File: src/rtl/input_debounce_if.sv
// Bundle between the raw K0/K1 button pins and the debounce stage.
// Ports: tick, raw pins in; debounced values and edge strobes out.
interface input_debounce_if;
  logic       tick;
  logic [3:0] input_k0_raw;
  logic [3:0] input_k1_raw;
  logic [3:0] input_k0;
  logic [3:0] input_k1;
  logic [3:0] k0_falling;
  logic [3:0] k1_falling;
  logic       k0_changed;
  logic       k1_changed;

  modport master (
    output tick,
    output input_k0_raw,
    output input_k1_raw,
    input  input_k0,
    input  input_k1,
    input  k0_falling,
    input  k1_falling,
    input  k0_changed,
    input  k1_changed
  );

  modport slave (
    input  tick,
    input  input_k0_raw,
    input  input_k1_raw,
    output input_k0,
    output input_k1,
    output k0_falling,
    output k1_falling,
    output k0_changed,
    output k1_changed
  );
endinterface

File: src/rtl/input_debounce.sv
// Two-flop sync plus per-bit tick-gated debounce of the K0/K1 pins.
// Ports: clk, reset (async, active-high), bus (slave side).
module input_debounce #(
  parameter int unsigned DEBOUNCE_TICKS = 4,
  parameter logic [7:0]  IDLE_VALUE     = 8'hFF
) (
  input  logic            clk,
  input  logic            reset,
  input_debounce_if.slave bus
);

  localparam logic [7:0] LAST = 8'(DEBOUNCE_TICKS - 1);

  logic [7:0] raw;
  logic [7:0] sync1_q, sync2_q;
  logic [7:0] stable_q, stable_d;
  logic [7:0] cnt_q [8];
  logic [7:0] cnt_d [8];
  logic [7:0] fall_q, fall_d;
  logic [1:0] chg_q, chg_d;
  logic [7:0] diff;

  assign raw = {bus.input_k1_raw, bus.input_k0_raw};

  always_comb begin
    stable_d = stable_q;
    cnt_d    = cnt_q;
    if (bus.tick) begin
      for (int i = 0; i < 8; i++) begin
        if (sync2_q[i] == stable_q[i]) begin
          cnt_d[i] = 8'd0;
        end else if (cnt_q[i] == LAST) begin
          stable_d[i] = sync2_q[i];
          cnt_d[i]    = 8'd0;
        end else begin
          cnt_d[i] = cnt_q[i] + 8'd1;
        end
      end
    end
    // Strobes are derived from next vs current stable so they
    // rise in the very cycle the new stable value appears.
    diff   = stable_q ^ stable_d;
    fall_d = stable_q & ~stable_d;
    chg_d  = {|diff[7:4], |diff[3:0]};
  end

  always_ff @(posedge clk or posedge reset) begin
    if (reset) begin
      sync1_q  <= IDLE_VALUE;
      sync2_q  <= IDLE_VALUE;
      stable_q <= IDLE_VALUE;
      for (int i = 0; i < 8; i++) cnt_q[i] <= 8'd0;
      fall_q   <= 8'd0;
      chg_q    <= 2'd0;
    end else begin
      sync1_q  <= raw;
      sync2_q  <= sync1_q;
      stable_q <= stable_d;
      cnt_q    <= cnt_d;
      fall_q   <= fall_d;
      chg_q    <= chg_d;
    end
  end

  assign bus.input_k0   = stable_q[3:0];
  assign bus.input_k1   = stable_q[7:4];
  assign bus.k0_falling = fall_q[3:0];
  assign bus.k1_falling = fall_q[7:4];
  assign bus.k0_changed = chg_q[0];
  assign bus.k1_changed = chg_q[1];

endmodule

File: src/flat_wrapper.sv
// flat-port wrapper written by rule: the top's interface ports become plain ports
module input_debounce_flat 
#(
  parameter int unsigned DEBOUNCE_TICKS = 4,
  parameter logic [7:0]  IDLE_VALUE     = 8'hFF
)
  (clk, reset, bus_tick, bus_input_k0_raw, bus_input_k1_raw, bus_input_k0, bus_input_k1, bus_k0_falling, bus_k1_falling, bus_k0_changed, bus_k1_changed);
  input_debounce_if bus_i ();
  input  logic clk;
  input  logic reset;
  input wire logic [$bits(bus_i.tick)-1:0] bus_tick;
  input wire logic [$bits(bus_i.input_k0_raw)-1:0] bus_input_k0_raw;
  input wire logic [$bits(bus_i.input_k1_raw)-1:0] bus_input_k1_raw;
  output wire logic [$bits(bus_i.input_k0)-1:0] bus_input_k0;
  output wire logic [$bits(bus_i.input_k1)-1:0] bus_input_k1;
  output wire logic [$bits(bus_i.k0_falling)-1:0] bus_k0_falling;
  output wire logic [$bits(bus_i.k1_falling)-1:0] bus_k1_falling;
  output wire logic [$bits(bus_i.k0_changed)-1:0] bus_k0_changed;
  output wire logic [$bits(bus_i.k1_changed)-1:0] bus_k1_changed;
  assign bus_i.tick = bus_tick;
  assign bus_i.input_k0_raw = bus_input_k0_raw;
  assign bus_i.input_k1_raw = bus_input_k1_raw;
  assign bus_input_k0 = bus_i.input_k0;
  assign bus_input_k1 = bus_i.input_k1;
  assign bus_k0_falling = bus_i.k0_falling;
  assign bus_k1_falling = bus_i.k1_falling;
  assign bus_k0_changed = bus_i.k0_changed;
  assign bus_k1_changed = bus_i.k1_changed;
  input_debounce #(.DEBOUNCE_TICKS(DEBOUNCE_TICKS), .IDLE_VALUE(IDLE_VALUE)) u_core (.clk(clk), .reset(reset), .bus(bus_i));
endmodule
File: config.mk
export PLATFORM = sky130hd
export DESIGN_NAME = input_debounce_flat
export DESIGN_NICKNAME = d
export VERILOG_FILES = /design/src/rtl/input_debounce_if.sv /design/src/rtl/input_debounce.sv /design/src/flat_wrapper.sv
export SDC_FILE = /design/constraint.sdc
export NUM_CORES = 1
export LEC_CHECK = 0
export BUFFER_PORTS_ARGS = -buffer_cell sky130_fd_sc_hd__clkbuf_2
export CORE_MARGIN = 3
export CORE_UTILIZATION = 50
export CTS_CLUSTER_SIZE = 25
export DETAILED_ROUTE_END_ITERATION = 8
export PLACE_DENSITY = 0.76
export SYNTH_ARGS = -nofsm -noshare
export SYNTH_HDL_FRONTEND = slang
export SYNTH_SLANG_ARGS = --single-unit
File: constraint.sdc
create_clock -name clk -period 2.9 [get_ports clk]
set_input_delay 0.435 -clock clk [delete_from_list [all_inputs] [get_ports clk]]
set_output_delay 0.435 -clock clk [all_outputs]
set_load 0.02 [all_outputs]
==> out/metrics.yaml, run 1 <==
status: "finished clean"
max_freq_mhz: 475
synth_edf_count: 0
worstPathRequired_ns: 3.14
tns_ns: 0
post-synth-top-area-cell: "dfrtp_1"
met1_usage_pct: 21.9
cts_sinks: 98
ant_nets: 0
r2r-start: "u_core.cnt_q[32]"
routed_wl_um: 7820
cts_hold_buf: 0
cts_buffers: 9
clock_latency_ns: 0.36
grt_setup_unrepaired: "no"
core_um2: 8720
fin_skew_ns: 0.0115
async_reset_ff_share_pct: 100
grt_max_degree: 75
n_fill_cell: 736
port_buffers: 28
crit_path_start_kind: "register"
min_from: "bus_input_k0_raw[1]"
path_buf_inv: 0
synth_flop_cell: "dfrtp_1"
num_vias: 3185
dieArea_um2: 10200
clk_path_buf_depth: 2
drc_errors: 0
synth_area_leaders: "dfrtp_1 41%, dfstp_2 14%, ha_1 4.4%"
grt_pass1_vias: 3036
critPathLaunch: "u_core.cnt_q[32]"
synth.top_cells.by_count: "74 x dfrtp_1, 46 x nor2_1, 31 x o21ai_0, 29 x nand2_1, 24 x dfstp_2"
syn2layout_area_growth_pct: 11.6
initial_core_util_pct: 51.7
cpPeakStageDelay_ns: 0.46
cp_top_family: "simple AND/OR/NAND/NOR gates"
ys_types: 35
dpl.hpwl_um: 5340
gr-total-overflow: 0
crit_top_cell: "ha_1"
grt_usage_pct: 16.7
final_area_um2: 5030
place_congestion: 0.854
crit_chain: "ha_1 > or4b_1 > or3_1 > mux2i_1 > ha_1 > nand4_1"
cts_tree: "done"
cp-end-kind: "register"
n_antenna_cell: 0
num_io_pins: 29
placed_area_um2: 4810
synth_top_area_share_pct: 41.1
fin_crit_ns: 2.11
cts_resized: 0
p_total_mw: 4.10
wire_per_inst_um: 13.6
use_met3_pct: 5.12
worst_pin_slew_ns: 0.785
drv_slew: 0
via_per_inst: 5.54
hold_violations: 0
drtPass1Iterations: 5
grt_antenna_before_repair: 0
drtIter0Drc: 96
drive_gt1_share_pct: 16.9
post-place-ws_ns: 0.792
synthesis.area_um2: 4510
hold_path.class: "in2reg"
cp_data_arrival_time_ns: 2.35
vdd.ir_drop.worst_v: 0.000397
relSlewSlack_pct: 47.6
dieWidth_um: 101
power_density_nw_per_um2: 814
ys_ff_latch: 98
cts_setup_buffers: 0
setup_viol: 0
ctsHtreeMaxLevel: 3
p_leak_nw: 2.30
root_buffer: "clkbuf_8"
final_nets: 489
synth_area_per_cell_um2: 10.5
path_max_fanout: 6
use_met2_pct: 26.6
gr-max-usage-layer: "met2"
rows: 34
yosysMostFrequentCell: "dfrtp_1"
fin_crit_sh_pct: 72.6
holdWs_ns: 0.148
setup_slack_ns: 0.793
yosysWarnings: 0
yosysSeqAreaShare_pct: 55.1
syn_nets: 455
synthCells: 428
drv_cap: 0
slowest_stage: "or4b_1"
worstSetupPathType: "reg2reg"
chipHeight_um: 101
clk_pin_slew_worst_paths_ns: 0.09
grt_pass1_wl_um: 13600
-- cells by family after synthesis --
group | after synthesis | synth area share, %
AOI/OAI and AO/OA | 69 | 9.94
adders and majority gates | 16 | 4.44
xor gates and xnor gates | 34 | 6.61
muxes | 15 | 3.41
buffers and inverters | 33 | 2.75
and+or+nand+nor | 163 | 17.8
DFF | 98 | 55.1
-- routing by layer --
layer  vias up  wire, um  share of wire (%)
li1       1565         -                  -
met1      1537      3680                 47
met2        74      3610                 46
met3         9       425                5.4
met4         0       102                1.3
met5         -         0                  0
-- metrics by stage --
step	util [%]	cells
floorplan	-	428
global route	57.7	575
finish	57.7	575
global placement	55.2	559
CTS	57.7	575
detailed placement	55.2	559
-- cell type report --
| cell class | count | area [um2] | area share [%] |
|---|---|---|---|
| Clock inverter | 5 | 78.8 | 1.57 |
| Inverter | 23 | 90.1 | 1.79 |
| Timing Repair Buffer | 33 | 203 | 4.03 |
| Sequential cell | 98 | 2480 | 49.3 |
| Clock buffer | 11 | 141 | 2.81 |
| Multi-Input combinational cell | 297 | 1900 | 37.8 |
| Tap cell | 108 | 135 | 2.69 |
-- worst paths after layout --
| kind | slack, ns | to | cells past startpoint |
|---|---|---|---|
| setup / recovery | 0.79 | u_core.chg_q[0] | 6 |
| hold / removal | 0.15 | u_core.sync1_q[1] | 1 |
| setup reg to reg | 0.79 | u_core.chg_q[0] | 6 |
| hold reg to reg | 0.35 | u_core.sync2_q[0] | 0 |
| max in group asynchronous | 1.98 | u_core.stable_q[1] | 3 |
| min in group asynchronous | 0.20 | u_core.cnt_q[13] | 2 |
-- cells in the final DEF (no fill, tap or decap), drive strengths merged, types with 5 or more instances in the layout --
cell,n
o21ai,31
dfrtp,74
nor3,10
o2bb2ai,8
and3,9
nand4,21
nor4,5
xor2,12
nand2,29
ha,16
nor2,46
a31oi,7
clkbuf,39
mux2i,12
xnor2,22
nor2b,7
dfstp,24
buf,5
nand3,19
inv,22
nand2b,10
-- registers in the layout (all words and copies together), names as in the netlist --
| signal | flops |
|---|---|
| u_core.stable_q | 8 |
| u_core.cnt_q | 64 |
| u_core.sync2_q | 8 |
| u_core.chg_q | 2 |
| u_core.sync1_q | 8 |
| u_core.fall_q | 8 |
-- where the power goes --
group          switching [mW]  internal (mW)
registers               0.261           1.69
clock network           0.446          0.509
logic                   0.724          0.463
Power figures use the tool's default switching activity.
==> run 2: changes to the inputs <==
--- a/config.mk
+++ b/config.mk
@@ -10,7 +10,7 @@
 export CORE_UTILIZATION = 50
 export CTS_CLUSTER_SIZE = 25
 export DETAILED_ROUTE_END_ITERATION = 8
-export PLACE_DENSITY = 0.76
+export PLACE_DENSITY = 0.74
 export SYNTH_ARGS = -nofsm -noshare
 export SYNTH_HDL_FRONTEND = slang
 export SYNTH_SLANG_ARGS = --single-unit
==> constraint.sdc (replaced) <==
create_clock -name clk -period 2.1 [get_ports clk]
set_input_delay 0.315 -clock clk [delete_from_list [all_inputs] [get_ports clk]]
set_output_delay 0.315 -clock clk [all_outputs]
set_load 0.02 [all_outputs]
==> run 2 against run 1 <==
Against the previous run: cell count grew 0.70%; clock skew is 0.00084 ns lower; routed wire length decreased by 0.95%; critical path depth unchanged; combinational power up 39%; core utilization about the same; sequential share of layout area about the same; register-to-register slack got worse by 0.69 ns; setup slack got worse by 0.69 ns; total power is 33% higher.
==> out/metrics.yaml, run 2 (synthesis results as in run 1) <==
regMostFlops: "u_core.cnt_q"
final_common_cell: "dfrtp_1"
fin_crit_sh_pct: 95.2
min_to: "u_core.sync1_q[0]"
wire_per_inst_um: 13.4
ctsHtreeMaxLevel: 3
cp-end-kind: "register"
r2r_slack_ns: 0.10
syn2layout_area_growth_pct: 11.6
num_io_pins: 29
cp_data_arrival_time_ns: 2.25
clk_path_buf_depth: 2
holdPathStages: 1
vdd.ir_drop.worst_v: 0.000669
worst_pin_slew_ns: 0.619
worstPathRequired_ns: 2.35
r2r_end: "u_core.chg_q[0]"
hold_violations: 0
fin_crit_ns: 2.00
relSlewSlack_pct: 58.5
cts_buffers: 9
initial_core_util_pct: 51.7
cts_tree: "done"
gr-total-overflow: 0
ff2ff_path_depth: 6
hold_path.class: "in2reg"
setup_viol: 0
drc_errors: 0
drv_slew: 0
dieWidth_um: 101
crit_path_start_kind: "register"
grt_setup_unrepaired: "no"
place_congestion: 0.800
power_density_nw_per_um2: 1090
final_nets: 493
n_antenna_cell: 0
tns_ns: 0
clock_latency_ns: 0.37
status: "finished clean"
grt_pass1_vias: 3100
grt_pass1_wl_um: 13500
ant_nets: 0
core_um2: 8720
place_inst: 558
rows: 34
dpl.hpwl_um: 5110
p_leak_nw: 2.29
port_buffers: 28
stdcell_count: 579
path_max_fanout: 4
p_total_mw: 5.47
grt_antenna_before_repair: 0
dieArea_um2: 10200
drtIter0Drc: 111
worstSetupPathType: "reg2reg"
clk_pin_slew_worst_paths_ns: 0.09
max_freq_mhz: 500
fin_skew_ns: 0.0107
drv_cap: 0
via_per_inst: 5.50
min_from: "bus_input_k0_raw[0]"
final_util_pct: 57.7
cts_sinks: 98
root_buffer: "clkbuf_8"
num_vias: 3183
grt_max_degree: 99
routed_wl_um: 7750
final_cell_mix: "74 x dfrtp_1, 46 x nor2_1, 31 x o21ai_0, 29 x nand2_1, 28 x clkbuf_2"
r2r-start: "u_core.cnt_q[32]"
drtPass1Iterations: 4
largest_register_ffs: 64
drive_gt1_share_pct: 17.0
grt_usage_pct: 16.4
chipHeight_um: 101
-- run 2: cell count changes in the layout (fill, tap and decap cells not counted), sizes merged --
cell         delta
buf             +1
bufinv          -2
clkinvlp        +1
dlygate4sd3     +3
inv             +1
-- run 2: timing repair --
action	4_1_cts	5_1_grt
buffers inserted	0	2
hold buffers	2	1
hold endpoints to repair	2	1
resized for setup	0	0
setup endpoints to repair	0	1
-- run 2: critical path, cell delays in order, from the launching register on --
cell     delay, ns
dfrtp_1       0.40
ha_1          0.18
or4b_1        0.45
or3_1         0.35
mux2i_1       0.15
ha_1          0.28
nand4_1       0.08
-- run 2: layer usage --
metal / vias to the layer above / wire length [um] / GRT usage [%]
met5: - / 0 / 0
met2: 54 / 3710 / 26.7
met3: 10 / 324 / 4.78
met1: 1542 / 3630 / 21.3
li1: 1577 / - / -
met4: 0 / 82 / 5.01
-- run 2: how the worst max path moves through the flow --
stage	start	end	slack (ns)	cells after the start
detailed placement	u_core.cnt_q[32]	u_core.chg_q[0]	0.08	6
CTS	u_core.cnt_q[32]	u_core.chg_q[0]	0.07	6
global route	u_core.cnt_q[32]	u_core.chg_q[0]	0.007	6
floorplan	u_core.cnt_q[32]	u_core.chg_q[0]	0.12	6
finish	u_core.cnt_q[32]	u_core.chg_q[0]	0.10	6
global placement	u_core.cnt_q[32]	u_core.chg_q[0]	0.13	6
-- run 2: cell type report --
class                           instances  area (um2)
Clock buffer                           11         141
Clock inverter                          5        38.8
Fill cell                             748        3690
Inverter                               23        90.1
Multi-Input combinational cell        297        1900
Sequential cell                        98        2480
Tap cell                              108         135
Timing Repair Buffer                   37         240
-- run 2: where the power goes --
part | internal (mW) | total (mW) | switching, mW
registers | 2.34 | 2.70 | 0.357
clock network | 0.470 | 1.11 | 0.641
logic | 0.656 | 1.66 | 1.00
total | 3.47 | 5.47 | 2.00
-- run 2: through the flow --
stage	hold WS, ns	cell area (um2)	worst slack (ns)
floorplan	0.319	4510	0.122
global placement	0.345	4800	0.130
detailed placement	0.348	4800	0.0809
CTS	0.00289	5000	0.0676
global route	0.000337	5030	0.00662
finish	0.0235	5030	0.102
==> run 3: changes to the inputs <==
--- a/config.mk
+++ b/config.mk
@@ -5,7 +5,7 @@
 export SDC_FILE = /design/constraint.sdc
 export NUM_CORES = 1
 export LEC_CHECK = 0
-export BUFFER_PORTS_ARGS = -buffer_cell sky130_fd_sc_hd__clkbuf_2
+export BUFFER_PORTS_ARGS = -buffer_cell sky130_fd_sc_hd__buf_2
 export CORE_MARGIN = 3
 export CORE_UTILIZATION = 50
 export CTS_CLUSTER_SIZE = 25
==> run 3 against run 2 <==
Against the previous run: setup slack worse by 0.024 ns; global-route usage is 0.38 points lower; highest routed layer unchanged; non-clock buffer count is 3 lower; sequential cell count stayed put; total power is 1.8% higher; critical path type unchanged; clock-buffer cell count is 2 lower; fmax is 1.2% lower; critical path depth stayed put; clock skew is 0.0044 ns lower; sequential share of layout area is 0.13 points lower; sequential power hardly changed.
==> out/metrics.yaml, run 3 (synthesis results as in run 1) <==
status: "finished clean"
use_met3_pct: 4.08
stdcell_count: 576
cp-end-kind: "register"
ant_nets: 0
fin_skew_ns: 0.00621
setup_slack_ns: 0.0782
power_density_nw_per_um2: 1100
p_int_mw: 3.56
switching_share_pct: 36.0
fin_crit_sh_pct: 96.3
cts_buffers: 9
dieArea_um2: 10200
final_nets: 490
gr-total-overflow: 0
worstSetupPathType: "reg2reg"
dieWidth_um: 101
hold_path.class: "in2async"
grt_usage_pct: 16.0
via_per_inst: 5.49
ctsHtreeMaxLevel: 3
gr-max-usage-layer: "met2"
final_common_cell: "dfrtp_1"
cpPeakStageDelay_ns: 0.45
max_freq_mhz: 495
grt_max_degree: 75
core_um2: 8720
grt_setup_unrepaired: "yes"
worstPathRequired_ns: 2.35
pwr-share-seq_pct: 48.2
crit_path_start_kind: "register"
cp_top_family: "simple AND/OR/NAND/NOR gates"
num_io_pins: 29
wire_per_inst_um: 13.1
routed_wl_um: 7570
clock_power_share_pct: 22.1
drtIter0Drc: 126
path_buf_inv: 0
hold_violations: 0
crit_chain: "ha_2 > or4b_4 > or3_4 > mux2i_1 > ha_1 > nand4_1"
clk_pin_slew_worst_paths_ns: 0.10
n_antenna_cell: 0
initial_core_util_pct: 51.7
clk_path_buf_depth: 2
final_cell_mix: "74 x dfrtp_1, 46 x nor2_1, 31 x o21ai_0, 29 x nand2_1, 28 x buf_2"
path_max_fanout: 6
tns_ns: 0
p_total_mw: 5.57
fin_crit_ns: 2.02
worst_pin_slew_ns: 0.611
root_buffer: "clkbuf_8"
clock_latency_ns: 0.36
largest_register_ffs: 64
port_buffers: 28
met1_usage_pct: 21.1
holdWs_ns: 0.0207
relSlewSlack_pct: 59.2
num_vias: 3163
rows: 34
drv_slew: 0
chipHeight_um: 101
place_inst: 560
cts_sinks: 98
placed_area_um2: 4830
final_util_pct: 57.8
use_met2_pct: 26.3
vdd.ir_drop.worst_v: 0.000752
post-place-ws_ns: 0.0871
final_area_um2: 5040
place_congestion: 0.772
grt_antenna_before_repair: 0
dpl.hpwl_um: 5170
grt_pass1_vias: 3010
p_leak_nw: 2.29
drive_gt1_share_pct: 17.9
switchingPower_mw: 2.01
drv_cap: 0
syn2layout_area_growth_pct: 11.9
drc_errors: 0
setup_viol: 0
cp_data_arrival_time_ns: 2.27
grt_pass1_wl_um: 13300
drtPass1Iterations: 4
cts_tree: "done"
combPwrFrac_pct: 29.7
regMostFlops: "u_core.cnt_q"
slowest_stage: "or4b_4"
-- run 3: cell types whose count changed in the layout (fill, tap and decap cells not counted), moves of 2 or more --
cell	delta
clkbuf_2	-28
buf_2	+28
dlygate4sd3_1	-3
inv_6	+2
clkinv_4	-2
-- run 3: path summary, 6_finish.rpt --
check / startpoint / slack (ns) / endpoint / cells past startpoint
min in group clk: bus_input_k0_raw[2] / 0.04 / u_core.sync1_q[2] / 1
max: u_core.cnt_q[32] / 0.08 / u_core.chg_q[0] / 6
max reg2reg: u_core.cnt_q[32] / 0.08 / u_core.chg_q[0] / 6
max in group asynchronous: reset / 1.44 / u_core.sync1_q[2] / 3
min: reset / 0.02 / u_core.fall_q[5] / 2
min reg2reg: u_core.sync1_q[0] / 0.36 / u_core.sync2_q[0] / 0
-- run 3: area by class of cell --
| type | instances | area (um2) |
|---|---|---|
| Fill cell | 715 | 3680 |
| Sequential cell | 98 | 2480 |
| Multi-Input combinational cell | 297 | 1910 |
| Timing Repair Buffer | 34 | 223 |
| Tap cell | 108 | 135 |
| Clock buffer | 9 | 124 |
| Inverter | 23 | 90.1 |
| Clock inverter | 7 | 76.3 |
-- run 3: power groups by stage --
stage / sequential, mW / clock (mW) / combinational (mW)
final: 2.69 / 1.23 / 1.65
after global routing: 2.75 / 1.35 / 1.90
after CTS: 2.69 / 1.28 / 1.68
after detailed placement: 2.72 / 0 / 1.68
after global placement: 2.70 / 0 / 1.62
after floorplan: 2.86 / 0 / 0.997
-- run 3: routing by layer --
metal	part of all wire (%)	up-vias
li1	-	1576
met1	48	1509
met2	47	69
met3	4.0	9
met4	1.2	0
met5	0	-
-- run 3: repair_timing --
item	in CTS	in global routing
gates resized for setup	0	3
buffers inserted	0	0
endpoints found under the setup margin	0	1
hold buffers	0	0
